**config.mk**
```make
export PLATFORM = sky130hd
export DESIGN_NAME = safety_island_boot_ctrl
export DESIGN_NICKNAME = d
export VERILOG_FILES = /design/src/rtl/safety_island_boot_ctrl.sv
export SDC_FILE = /design/constraint.sdc
export NUM_CORES = 1
export LEC_CHECK = 0
export BUFFER_PORTS_ARGS = -buffer_cell sky130_fd_sc_hd__buf_2
export CORE_UTILIZATION = 50
export CTS_BUF_LIST = sky130_fd_sc_hd__clkbuf_16
export CTS_CLUSTER_DIAMETER = 200
export DETAILED_ROUTE_END_ITERATION = 10
export PLACE_DENSITY = 0.78
export SLEW_MARGIN = 25
export SYNTH_ARGS = -nofsm -noshare
export SYNTH_HDL_FRONTEND = slang
export SYNTH_SLANG_ARGS = --single-unit
```
**constraint.sdc**
```tcl
create_clock -name clk_i -period 3.9 [get_ports clk_i]
set_input_delay 0.585 -clock clk_i [delete_from_list [all_inputs] [get_ports clk_i]]
set_output_delay 0.585 -clock clk_i [all_outputs]
set_load 0.01 [all_outputs]
```
**src/rtl/safety_island_boot_ctrl.sv**
```systemverilog
// Safety-island boot controller: samples bootmode after reset, sequences core fetch-enable,
// and exposes a small OBI register window (boot address, fetch enable, core status, mode, state).
//
// state     | meaning
// INIT      | first edge after reset, samples bootmode
// JTAG_WAIT | waiting for host FETCHEN write
// DELAY     | preloaded start-up delay running
// RUN       | core fetching, boot address frozen
// EOC       | software signalled end of computation (terminal)
// ERROR     | invalid bootmode sampled (terminal)
module safety_island_boot_ctrl #(
  parameter logic [31:0] BaseAddr        = 32'h0000_0000,
  parameter logic [31:0] BootAddrDefault = 32'h0000_1000,
  parameter int unsigned StartupDelay    = 16
) (
  input  logic        clk_i,
  input  logic        rst_ni,
  input  logic [1:0]  bootmode_i,
  input  logic        req_i,
  output logic        gnt_o,
  input  logic [31:0] addr_i,
  input  logic        we_i,
  input  logic [3:0]  be_i,
  input  logic [31:0] wdata_i,
  output logic        rvalid_o,
  output logic [31:0] rdata_o,
  output logic        err_o,
  output logic [31:0] boot_addr_o,
  output logic        fetch_enable_o,
  output logic        eoc_o,
  output logic [30:0] exit_code_o,
  output logic        boot_err_o
);

  localparam int CntW = $clog2(StartupDelay + 1);
  localparam logic [CntW-1:0] CntLast = CntW'(StartupDelay - 1);

  typedef enum logic [2:0] {
    ST_INIT      = 3'd0,
    ST_JTAG_WAIT = 3'd1,
    ST_DELAY     = 3'd2,
    ST_RUN       = 3'd3,
    ST_EOC       = 3'd4,
    ST_ERROR     = 3'd5
  } state_e;

  state_e          state_q, state_d;
  logic [CntW-1:0] cnt_q, cnt_d;
  logic [1:0]      bootmode_q;
  logic [31:0]     bootaddr_q;
  logic            launch;

  logic        acc_err;
  logic [31:0] rd_data;
  logic        sel_bootaddr, sel_fetchen, sel_status;
  logic        wr_ok, wr_bootaddr, wr_fetchen, wr_status;

  // The window is a 4 KiB aperture; upper address bits are decoded upstream.
  logic unused_addr;
  assign unused_addr = ^{addr_i[31:12], BaseAddr};

  assign gnt_o = req_i;

  always_comb begin
    acc_err      = 1'b0;
    rd_data      = 32'h0;
    sel_bootaddr = 1'b0;
    sel_fetchen  = 1'b0;
    sel_status   = 1'b0;
    if (addr_i[1:0] != 2'b00) begin
      acc_err = 1'b1;
    end else begin
      case (addr_i[11:2])
        10'd0: begin
          sel_bootaddr = 1'b1;
          rd_data      = bootaddr_q;
        end
        10'd1: begin
          sel_fetchen = 1'b1;
          rd_data     = {31'h0, fetch_enable_o};
        end
        10'd2: begin
          sel_status = 1'b1;
          rd_data    = {eoc_o, exit_code_o};
          if (we_i && be_i != 4'hF) acc_err = 1'b1;
        end
        10'd3: begin
          rd_data = {30'h0, bootmode_q};
          if (we_i) acc_err = 1'b1;
        end
        10'd4: begin
          rd_data = {29'h0, state_q};
          if (we_i) acc_err = 1'b1;
        end
        default: acc_err = 1'b1;
      endcase
    end
    if (acc_err || we_i) rd_data = 32'h0;
  end

  assign wr_ok       = req_i && we_i && !acc_err;
  assign wr_bootaddr = wr_ok && sel_bootaddr;
  assign wr_fetchen  = wr_ok && sel_fetchen && be_i[0] && wdata_i[0];
  assign wr_status   = wr_ok && sel_status;

  always_comb begin
    state_d = state_q;
    cnt_d   = cnt_q;
    case (state_q)
      ST_INIT: begin
        case (bootmode_i)
          2'b00: state_d = ST_JTAG_WAIT;
          2'b01: begin
            state_d = ST_DELAY;
            cnt_d   = '0;
          end
          default: state_d = ST_ERROR;
        endcase
      end
      ST_JTAG_WAIT: if (wr_fetchen) state_d = ST_RUN;
      ST_DELAY: begin
        if (cnt_q == CntLast) state_d = ST_RUN;
        if (cnt_q != '1) cnt_d = cnt_q + 1'b1;
      end
      ST_RUN: if (wr_status && wdata_i[31]) state_d = ST_EOC;
      default: state_d = state_q;
    endcase
    launch = (state_d == ST_RUN) && (state_q != ST_RUN);
  end

  always_ff @(posedge clk_i or negedge rst_ni) begin
    if (!rst_ni) begin
      state_q        <= ST_INIT;
      cnt_q          <= '0;
      bootmode_q     <= 2'b00;
      bootaddr_q     <= BootAddrDefault;
      boot_addr_o    <= BootAddrDefault;
      fetch_enable_o <= 1'b0;
      eoc_o          <= 1'b0;
      exit_code_o    <= '0;
      boot_err_o     <= 1'b0;
      rvalid_o       <= 1'b0;
      rdata_o        <= '0;
      err_o          <= 1'b0;
    end else begin
      state_q    <= state_d;
      cnt_q      <= cnt_d;
      boot_err_o <= (state_d == ST_ERROR);
      if (state_q == ST_INIT) bootmode_q <= bootmode_i;
      if (wr_bootaddr) begin
        for (int b = 0; b < 4; b++) begin
          if (be_i[b]) bootaddr_q[8*b +: 8] <= wdata_i[8*b +: 8];
        end
      end
      // Preloaded boot always enters at the BootROM entry, whatever BOOTADDR holds.
      if (launch) begin
        boot_addr_o    <= (state_q == ST_JTAG_WAIT) ? bootaddr_q : BootAddrDefault;
        fetch_enable_o <= 1'b1;
      end
      if (state_q == ST_RUN && wr_status) begin
        exit_code_o <= wdata_i[30:0];
        if (wdata_i[31]) eoc_o <= 1'b1;
      end
      rvalid_o <= req_i;
      rdata_o  <= req_i ? rd_data : 32'h0;
      err_o    <= req_i && acc_err;
    end
  end

endmodule

```
# Word level (Yosys, flattened, before mapping)
# Index checks and enable logic that the tools add are counted.
# word_totals
in_bits	74
ff_bits	142
output_inout_bits	101
elab_cells	82
# op_classes
eq_ne	16
n_reduce_logical	27
mux	23
addsub	1
# ops
operator	n
case mux 32 bit (5 select lines)	1
2-to-1 mux 32 bit	4
== test 10 x 2 -> 1 bit (second input constant)	2
logical AND 1 bit	12
case mux 3 bit (4 select lines)	1
== test 10 x 1 -> 1 bit (second input constant)	1
== test 10 x 3 -> 1 bit (second input constant)	1
logical NOT 10 bit	1
2-to-1 mux 5 bit	2
case mux 5 bit (2 select lines)	1
AND reduction 2 bit	5
== test 3 x 2 -> 1 bit (second input constant)	3
2-to-1 mux 1 bit	9
2-to-1 mux 3 bit	3
case mux 3 bit (2 select lines)	1
adder 5 x 1 -> 5 bit (second input constant)	1
== test 5 x 4 -> 1 bit (second input constant)	1
!= test 5 bit (second input constant)	1
!= test 4 bit (second input constant)	1
nonzero test 2 bit	2
OR reduction 2 bit	2
== test 3 x 1 -> 1 bit (second input constant)	1
== test 3 bit (second input constant)	1
logical NOT 3 bit	1
other kinds (9)	9

# Longest topological paths before layout
# Gate-level depths: netlist of run 1.
# logic_depth
word_depth	14
mapped_depth	8
ltp_nobuf	7

# Worst setup path after synthesis of run 1
# No wires, ideal clock.
# synth_timing
kind	input to register
from	input addr_i[9]
to	register exit_code_o[0]
stages	8
slack_ns	0.902
t_arrival_ns	2.873
setup_time_ns	0.125
cell_sequence	or4_1 -> or4_1 -> buf_2 -> nor4_1 -> and3b_1 -> clkbuf_1 -> buf_2 -> mux2_2
# synth_between
elab_chain_len	8
word_cells_on_any_way	15
# synth_rtl
item	line_no	rtl
start, declared	21	input logic [31:0] addr_i,
== test 10 x 3 -> 1 bit, or another cell as far along	73	case (addr_i[11:2])
OR reduction 2 bit (no line)	-	
case mux 1 bit (3 select lines)	73	
2-to-1 mux 1 bit	70	if (addr_i[1:0] != 2'b00) begin
logical NOT 1 bit	101	assign wr_ok = req_i && we_i && !acc_err;
logical AND 1 bit	101	
logical AND 1 bit (*)	104	assign wr_status = wr_ok && sel_status;
logical AND 1 bit (*)	160	if (state_q == ST_RUN && wr_status) begin
end signal, assigned	161	exit_code_o <= wdata_i[30:0];
end, declared	31	output logic [30:0] exit_code_o,
# Mark *: on every way between the ends. The rest lies on a longest branch, timed or not.
# A chain may end at the register's enable or synchronous reset.

# Worst setup path after layout of run 1
# layout_timing
from	input addr_i[9]
to	register boot_addr_o[12]
# layout_between
elab_chain_len	13
word_cells_on_any_way	25
# layout_rtl
item	line_no	rtl
== test 10 x 3 -> 1 bit, or another cell as far along	73	
OR reduction 2 bit (no line)	-	
case mux 1 bit (3 select lines)	73	
2-to-1 mux 1 bit	70	
logical NOT 1 bit	101	
logical AND 1 bit	101	
logical AND 1 bit (3 in series)	103	assign wr_fetchen = wr_ok && sel_fetchen && be_i[0] && wdata_i[0];
2-to-1 mux 3 bit	120	ST_JTAG_WAIT: if (wr_fetchen) state_d = ST_RUN;
case mux 3 bit (4 select lines) (*)	109	case (state_q)
== test 3 x 2 -> 1 bit (*)	128	launch = (state_d == ST_RUN) && (state_q != ST_RUN);
logical AND 1 bit (*)	128	
end signal, assigned	137	boot_addr_o <= BootAddrDefault;
end signal, assigned	157	boot_addr_o <= (state_q == ST_JTAG_WAIT) ? bootaddr_q : BootAddrDefault;
end, declared	28	output logic [31:0] boot_addr_o,
# Marked as above.

==> flow_metrics.tcl, run 1 <==
set metrics [dict create \
    vdd_drop_max_uv 383 \
    path_class "primary input to flip-flop" \
    syn2layout_area_growth_pct 25.7 \
    clk_latency_ns 0.42 \
    synthCells 480 \
    path_max_fanout 10 \
    tightest_slew_ns 0.889 \
    p_sw_frac 0.288 \
    synth_mux_area_frac 0.185 \
    fin_setup_tns_ns 0 \
    setup_viol 0 \
    row_count 39 \
    syn_nets 557 \
    maxSlewHeadroom 0.407 \
    power_density_nw_per_um2 554 \
    drtIter0Drc 255 \
    yosysSeqAreaShare 0.600 \
    ctsLongestPathBuffers 2 \
    period_needed_ns 3.04 \
    chipWidth_um 111 \
    clkPwrFrac 0.376 \
    status "complete, no violations" \
    final_nets 717 \
    hold_path_class "primary input to async pin" \
    final.setup_skew_ns 0.00949 \
    comb_power_share 0.178 \
    vias 4326 \
    synth_top_cell_by_area "dfrtp_1" \
    rsz0062_at_grt "no" \
    routabilityCongestion 0.821 \
    numCtsBuffers 17 \
    fmax_ghz 0.329 \
    synthArstFlopShare 1.00 \
    initial_utilization 0.517 \
    core_area_um2 11500 \
    postSynthAreaPerCell_um2 12.3 \
    finalCritPeriodShare 0.780 \
    p_sw_mw 1.19 \
    cts_hold_buf 0 \
    post_cts_resize_count 0 \
    grt_max_degree 98 \
    pre_cts_slack_ns 0.453 \
    antenna_cells 0 \
    portBuffers 154 \
    wire_per_inst_um 17.7 \
    seqPwrFrac 0.446 \
    routed_wl_um 14100 \
    grt_pass1_wl_um 23000 \
    detail-route-antenna-nets 0 \
    cts_root_buf "clkbuf_16" \
    synth_edf_count 0 \
    critPathMaxStageDelay_ns 0.60 \
    synth_compound_area_frac 0.0650 \
    cp-start-kind "primary input" \
    synth-simple-area-share 0.0971 \
    slowest_stage "or4_1" \
    ys_ff_latch 142 \
    synth_fa_ha_area_frac 0.00634 \
    antenna_found_initial 0 \
    dr.pass1.iters 4 \
    p_leak_nw 4.04 \
    syn_area_um2 5920 \
    drcViolationCount 0 \
    gr-usage-all-layers 0.244 \
    path_clk_slew_ns 0.06 \
    postCtsSetupBuffers 0 \
    htree_levels 4 \
    die_h_um 111 \
    critPathRequiredTime_ns 4.24 \
    reg2reg_depth 7 \
    setup_slack_ns 0.856 \
    finalMaxSlewViolations 0 \
    synth.distinct_cells 45 \
    synth_xor_area_frac 0.00148 \
    hold_viol 0 \
    endpoint_kind "flip-flop" \
    grt_pass1_vias 4434 \
    die_area_um2 12300 \
    viasPerCell 5.43 \
    synth_top_family_by_area "multiplexers" \
    drv_cap 0 \
    overflow 0 \
    internal_power_mw 2.94 \
    synth_top_cell_area_share 0.591 \
    cts.sinks 142 \
    worst_ep_arrival_time_ns 3.39 \
    io_pins 175 \
    layout-drive-gt1-share 0.410 \
    netlist_top_cells_area "dfrtp_1, mux2_2, mux2i_1" \
    tritoncts "yes" \
    path_cells "buf_2, or4_1, or4_1, nor4_1, a31oi_1, o22ai_4, buf_4, mux2_2" \
    dp_hpwl_um 9460 \
    ys.flop_type "dfrtp_1" \
    yosysWarnings 0 \
    cpMostUsedCell "or4_1" \
]
[cell usage after synthesis (3+ instances only)]
| cell type | number |
|---|---|
| mux2i_1 | 35 |
| clkbuf_1 | 18 |
| mux2_2 | 54 |
| dfrtp_1 | 140 |
| nor3_1 | 4 |
| nor4_1 | 5 |
| buf_6 | 3 |
| nand2_4 | 4 |
| inv_1 | 35 |
| nor2_1 | 41 |
| buf_2 | 4 |
| ha_1 | 3 |
| nand2_1 | 43 |
| o21ai_0 | 3 |
| a22oi_1 | 31 |
| nand2b_1 | 6 |
| nand3b_1 | 3 |
| mux2_1 | 12 |
[metal layers]
metal | part of all wire | track usage | vias up
met5 | 0 | 0 | -
met4 | 0.023 | 0.107 | 0
met3 | 0.064 | 0.0563 | 22
met2 | 0.51 | 0.417 | 164
met1 | 0.40 | 0.296 | 2170
li1 | - | - | 1970
[worst max-delay path: cells and delay by family]
| kind | cells | cell delay (ns) |
|---|---|---|
| AOI/OAI and AO/OA | 2 | 0.51 |
| buffers and inverters | 2 | 0.35 |
| muxes | 1 | 0.36 |
| and+or+nand+nor | 3 | 1.57 |
[sequential cells by signal (all words and copies together) (netlist names)]
signal and count:
boot_addr_o 32, bootaddr_q 32, rdata_o 32, exit_code_o 31, cnt_q 5, state_q 3, bootmode_q 2, boot_err_o 1
eoc_o 1, err_o 1, fetch_enable_o 1, rvalid_o 1
[area by class of cell]
| cell class | count | area (um^2) |
|---|---|---|
| Fill cell | 907 | 4020 |
| Sequential cell | 142 | 3560 |
| Multi-Input combinational cell | 276 | 2130 |
| Timing Repair Buffer | 168 | 882 |
| Clock buffer | 17 | 425 |
| Tap cell | 143 | 179 |
| Clock inverter | 15 | 146 |
| Inverter | 35 | 131 |
[cell usage in the layout, fill, tap and decap left out, drive strengths merged, types with 2 or more instances in the layout]
| master | synthesis | routed |
|---|---|---|
| mux2 | 66 | 66 |
| bufinv | 0 | 2 |
| a2bb2oi | 2 | 2 |
| clkbuf | 18 | 17 |
| nor3 | 5 | 5 |
| buf | 9 | 168 |
| clkinvlp | 0 | 4 |
| or4 | 3 | 3 |
| a22o | 2 | 2 |
| mux2i | 35 | 35 |
| a21oi | 2 | 2 |
| nand2 | 47 | 47 |
| nand3b | 3 | 3 |
| nor2 | 41 | 41 |
| a21boi | 2 | 2 |
| inv | 35 | 36 |
| a22oi | 31 | 31 |
| dfstp | 2 | 2 |
| ha | 3 | 3 |
| dfrtp | 140 | 140 |
| nor2b | 2 | 2 |
| nand4 | 2 | 2 |
| o22ai | 2 | 2 |
| nor4 | 5 | 5 |
| o21ai | 4 | 4 |
| clkinv | 0 | 8 |
| nand2b | 6 | 6 |
[power groups by stage]
stage | Sequential [mW] | Combinational, mW | Clock (mW)
CTS | 1.84 | 0.748 | 1.58
floorplan | 1.89 | 0.367 | 0
detailed placement | 1.86 | 0.743 | 0
global placement | 1.85 | 0.718 | 0
finish | 1.84 | 0.736 | 1.55
global route | 1.87 | 0.815 | 1.64
[path summary, 6_finish.rpt]
check	end	start	slack (ns)
max	boot_addr_o[12]$_DFFE_PN1P_	addr_i[9]	0.86
min	exit_code_o[0]$_DFFE_PN0P_	rst_ni	0.24
max reg2reg	boot_addr_o[12]$_DFFE_PN1P_	cnt_q[0]$_DFFE_PN0P_	1.66
min reg2reg	eoc_o$_DFFE_PN0P_	eoc_o$_DFFE_PN0P_	0.48
max in group asynchronous	bootaddr_q[12]$_DFFE_PN1P_	rst_ni	2.73
min in group clk_i	rvalid_o$_DFF_PN0_	req_i	0.33
[cell families (layout without fill, tap and decap cells)]
group | after synthesis | after routing
flip-flops | 142 | 142
AND/OR/NAND/NOR | 120 | 120
buffers and inverters | 62 | 235
XOR/XNOR | 1 | 1
multiplexers | 101 | 101
AO/OA/AOI/OAI | 51 | 51
adder cells (fa/ha/maj) | 3 | 3
[per-stage QoR]
stage,total power [mW],hold WS [ns],utilization,cell area [um^2],std cells
CTS,4.17,0.297,0.649,7450,796
finish,4.13,0.236,0.649,7450,796
global placement,2.56,0.464,0.600,6880,764
detailed placement,2.60,0.465,0.600,6880,764
global route,4.32,0.305,0.649,7450,796
floorplan,2.26,0.289,-,5920,480
(Power assumes the default switching activity.)
==> run 2: changes to the inputs <==
==> constraint.sdc (replaced) <==
create_clock -name clk_i -period 3.1 [get_ports clk_i]
set_input_delay 0.465 -clock clk_i [delete_from_list [all_inputs] [get_ports clk_i]]
set_output_delay 0.465 -clock clk_i [all_outputs]
set_load 0.01 [all_outputs]
==> run 2 against run 1 <==
Against the previous run: count of clock-buffer cells in the layout unchanged; utilization fell by 0.37 points; sequential power rose by 26%; sequential cell count unchanged; combinational power grew 28%; power is 20% higher; die area did not move; routed wire length down 1.1%; critical endpoint is now boot_err_o$_DFF_PN0_; highest routed layer unchanged.
==> flow_metrics.tcl, run 2 (synthesis gave the netlist of run 1 again) <==
set metrics [dict create \
    status "complete, no violations" \
    path_max_fanout 4 \
    critPathRequiredTime_ns 3.39 \
    r2r_setup_slack_ns 0.94 \
    cts_hold_buf 0 \
    die_area_um2 12300 \
    antenna_cells 0 \
    antenna_found_initial 0 \
    final.setup_skew_ns 0.00589 \
    htree_levels 4 \
    layout-drive-gt1-share 0.399 \
    num-fill-cells 872 \
    endpoint_kind "flip-flop" \
    fmax_ghz 0.354 \
    largestRegisters "boot_addr_o (32), bootaddr_q (32), rdata_o (32)" \
    grt_pass1_wl_um 22700 \
    path_clk_slew_ns 0.05 \
    vias 4334 \
    final_common_cell "buf_2" \
    cts.sinks 142 \
    path_class "primary input to flip-flop" \
    tightest_slew_ns 0.774 \
    die_h_um 111 \
    tritoncts "yes" \
    drcViolationCount 0 \
    io_pins 175 \
    power_density_nw_per_um2 670 \
    final_core_util 0.646 \
    row_count 39 \
    maxSlewHeadroom 0.484 \
    chipWidth_um 111 \
    rsz0062_at_grt "no" \
    reg2reg_depth 7 \
    reg2reg_to "boot_addr_o[0]$_DFFE_PN0P_" \
    final_cell_mix "buf_2, dfrtp_1, mux2_2" \
    overflow 0 \
    numCtsBuffers 17 \
    grt_max_degree 85 \
    hold_path_class "primary input to async pin" \
    finalCritPeriodShare 0.912 \
    syn2layout_area_growth_pct 25.0 \
    p_leak_nw 4.02 \
    ctsLongestPathBuffers 2 \
    portBuffers 154 \
    worst_ep_arrival_time_ns 3.12 \
    final_nets 718 \
    gr-usage-all-layers 0.240 \
    viasPerCell 5.45 \
    vdd_drop_max_uv 515 \
    dp_hpwl_um 9490 \
    finalMaxSlewViolations 0 \
    cts_root_buf "clkbuf_16" \
    dr.pass1.iters 4 \
    initial_utilization 0.517 \
    worst_hold_slack_ns 0.0776 \
    setup_viol 0 \
    clk_latency_ns 0.41 \
    hold_viol 0 \
    routabilityCongestion 0.844 \
    grt_pass1_vias 4462 \
    postCtsSetupBuffers 0 \
    post_cts_resize_count 0 \
    period_needed_ns 2.83 \
    cp-start-kind "primary input" \
    core_area_um2 11500 \
    drv_cap 0 \
    detail-route-antenna-nets 0 \
    timing.rr.start "cnt_q[0]$_DFFE_PN0P_" \
    routed_wl_um 13900 \
    drtIter0Drc 312 \
    wire_per_inst_um 17.5 \
]
run 2: cell types whose count changed in the layout (fill, tap and decap cells not counted), sizes merged:
| cell | before | now |
|---|---|---|
| clkinv | 8 | 12 |
| clkinvlp | 4 | 1 |
| bufinv | 2 | 0 |
| buf | 168 | 169 |
| inv | 36 | 35 |
run 2: critical path, stage by stage:
cell and delay, ns:
buf_2 0.10, or4_1 0.53, or4_1 0.53, nor4_1 0.45, a31oi_1 0.26, o41a_1 0.48, nor3b_1 0.30
run 2: cell type report:
cell class | count | area, um^2 | share of cell area
Multi-Input combinational cell | 276 | 2130 | 0.287
Clock inverter | 13 | 58.8 | 0.00794
Clock buffer | 17 | 425 | 0.0575
Tap cell | 143 | 179 | 0.0242
Timing Repair Buffer | 169 | 927 | 0.125
Inverter | 35 | 131 | 0.0177
Sequential cell | 142 | 3560 | 0.480
run 2: how the worst max path moves through the flow:
stage	from	slack [ns]	endpoint	cells past startpoint
2_1_floorplan	addr_i[9]	0.22	exit_code_o[0]$_DFFE_PN0P_	8
6_report	addr_i[9]	0.27	boot_err_o$_DFF_PN0_	7
4_1_cts	addr_i[9]	0.32	boot_addr_o[0]$_DFFE_PN0P_	8
5_1_grt	addr_i[9]	0.14	boot_err_o$_DFF_PN0_	7
3_5_place_dp	addr_i[9]	-0.1	boot_addr_o[0]$_DFFE_PN0P_	8
3_3_place_gp	addr_i[9]	0.03	boot_addr_o[16]$_DFFE_PN0P_	8
run 2: through the flow:
step	cell area [um^2]	setup TNS (ns)	instances	power (mW)	worst slack [ns]
after detailed placement	6920	-0.910	765	3.29	-0.0999
after floorplan	5920	0	480	2.84	0.222
after global placement	6920	0	765	3.23	0.0303
after global routing	7400	0	795	5.21	0.135
final	7400	0	795	4.96	0.274
after CTS	7400	0	795	5.00	0.317
run 2: report_power, final:
part | switching [mW] | leakage (nW) | total [mW] | internal, mW
combinational | 0.536 | 1.87 | 0.943 | 0.407
sequential | 0.199 | 1.91 | 2.32 | 2.12
clock | 0.718 | 0.240 | 1.70 | 0.981
total | 1.45 | 4.02 | 4.96 | 3.51
run 2: routing by layer:
metal / vias up / wire [um] / GRT usage
met5: - / 0 / 0
met2: 176 / 6960 / 0.401
met3: 23 / 924 / 0.0667
li1: 1966 / - / -
met1: 2169 / 5780 / 0.296
met4: 0 / 278 / 0.0942
==> run 3: changes to the inputs <==
--- a/config.mk
+++ b/config.mk
@@ -7,8 +7,7 @@
 export LEC_CHECK = 0
 export BUFFER_PORTS_ARGS = -buffer_cell sky130_fd_sc_hd__buf_2
 export CORE_UTILIZATION = 50
-export CTS_BUF_LIST = sky130_fd_sc_hd__clkbuf_16
-export CTS_CLUSTER_DIAMETER = 200
+export CTS_CLUSTER_DIAMETER = 60
 export DETAILED_ROUTE_END_ITERATION = 10
 export PLACE_DENSITY = 0.78
 export SLEW_MARGIN = 25
==> run 3 against run 2 <==
Against the previous run: non-clock buffer count is the same; via count shrank 0.53%; combinational power is essentially flat; power grew 3.6%; largest cell class unchanged; worst hold slack gained 0.0050 ns; sequential power is essentially flat; sequential share of layout area shrank 0.45 points.
==> flow_metrics.tcl, run 3 (synthesis gave the netlist of run 1 again) <==
set metrics [dict create \
    dp_hpwl_um 9490 \
    final_cell_mix "buf_2, dfrtp_1, mux2_2" \
    die_h_um 111 \
    antenna_cells 0 \
    final_nets 718 \
    worst_ep_arrival_time_ns 3.10 \
    chipWidth_um 111 \
    cts.sinks 142 \
    cts_hold_buf 0 \
    drv_cap 0 \
    vdd_drop_max_uv 518 \
    rsz0062_at_grt "no" \
    antenna_found_initial 0 \
    p_total_mw 5.14 \
    layout-drive-gt1-share 0.410 \
    clk_latency_ns 0.42 \
    drcViolationCount 0 \
    die_area_um2 12300 \
    tritoncts "yes" \
    drtIter0Drc 327 \
    fmax_ghz 0.356 \
    dr.pass1.iters 5 \
    postCtsSetupBuffers 0 \
    period_needed_ns 2.81 \
    cp-start-kind "primary input" \
    reg2reg_to "boot_addr_o[13]$_DFFE_PN0P_" \
    finalMaxSlewViolations 0 \
    path_clk_slew_ns 0.05 \
    routed_wl_um 13900 \
    overflow 0 \
    path_max_fanout 4 \
    p_leak_nw 4.06 \
    tightest_slew_ns 0.769 \
    dp.cells 765 \
    critPathRequiredTime_ns 3.39 \
    portBuffers 154 \
    numCtsBuffers 17 \
    r2r_setup_slack_ns 0.93 \
    endpoint_kind "flip-flop" \
    cpMostUsedCell "or4_1" \
    viasPerCell 5.42 \
    htree_levels 4 \
    final_common_cell "buf_2" \
    hold_viol 0 \
    grt_max_degree 85 \
    reg2reg_depth 7 \
    cts_root_buf "clkbuf_16" \
    timing.rr.start "cnt_q[0]$_DFFE_PN0P_" \
    io_pins 175 \
    hold_path_class "primary input to async pin" \
    syn2layout_area_growth_pct 26.2 \
    status "complete, no violations" \
    final_cells 795 \
    setup_slack_ns 0.292 \
    final_core_util 0.652 \
    wire_per_inst_um 17.5 \
    vias 4311 \
    setup_viol 0 \
    post_cts_resize_count 0 \
    detail-route-antenna-nets 0 \
    slowest_stage "or4_1" \
    final.setup_skew_ns 0.00640 \
    largestRegisters "boot_addr_o (32), bootaddr_q (32), rdata_o (32)" \
    grt_pass1_wl_um 22800 \
    path_class "primary input to flip-flop" \
    row_count 39 \
    pre_cts_slack_ns -0.0999 \
    grt_pass1_vias 4484 \
    core_area_um2 11500 \
    finalCritPeriodShare 0.906 \
    worst_hold_slack_ns 0.0826 \
    critPathMaxStageDelay_ns 0.53 \
    initial_utilization 0.517 \
    maxSlewHeadroom 0.487 \
    path_cells "buf_2, or4_1, or4_1, nor4_1, a31oi_1, o41a_1, nor3b_1" \
    power_density_nw_per_um2 688 \
    routabilityCongestion 0.844 \
    ctsLongestPathBuffers 2 \
    gr-usage-all-layers 0.243 \
]
-- run 3: worst max-delay path by stage --
| stage | from | endpoint | slack, ns | cells past startpoint |
|---|---|---|---|---|
| finish | addr_i[9] | boot_err_o$_DFF_PN0_ | 0.29 | 7 |
| detailed placement | addr_i[9] | boot_addr_o[0]$_DFFE_PN0P_ | -0.1 | 8 |
| floorplan | addr_i[9] | exit_code_o[0]$_DFFE_PN0P_ | 0.22 | 8 |
| CTS | addr_i[9] | boot_addr_o[0]$_DFFE_PN0P_ | 0.32 | 8 |
| global route | addr_i[9] | boot_err_o$_DFF_PN0_ | 0.14 | 7 |
| global placement | addr_i[9] | boot_addr_o[16]$_DFFE_PN0P_ | 0.03 | 8 |
-- run 3: where the power goes --
part           switching [mW]  total, mW  leakage (nW)  internal, mW
clock                   0.724       1.88         0.280          1.15
combinational           0.535      0.942          1.87         0.407
sequential              0.198       2.32          1.91          2.12
total                    1.46       5.14          4.06          3.68
-- run 3: area by class of cell --
type,count,area (um^2)
fill,853,3990
sequential,142,3560
multi-input combinational,276,2130
timing repair buffer,169,927
clock buffer,24,522
tap,143,179
inverter,35,131
clock inverter,6,32.5
-- run 3: critical path: cells and delay by family --
kind,cells,cell delay [ns]
buf+inv,1,0.10
compound gates,2,0.74
simple gates,4,1.81
-- run 3: layer usage --
layer	vias to the layer above	part of all wire	track usage
li1	1971	-	-
met4	0	0.018	0.0987
met3	23	0.075	0.0667
met5	-	0	0
met2	180	0.50	0.407
met1	2137	0.41	0.296
-- run 3: metrics by stage --
step                      cell area [um^2]  TNS [ns]
after floorplan                       5920         0
after global placement                6920         0
after detailed placement              6920    -0.910
after CTS                             7470         0
after global routing                  7470         0
final                                 7470         0
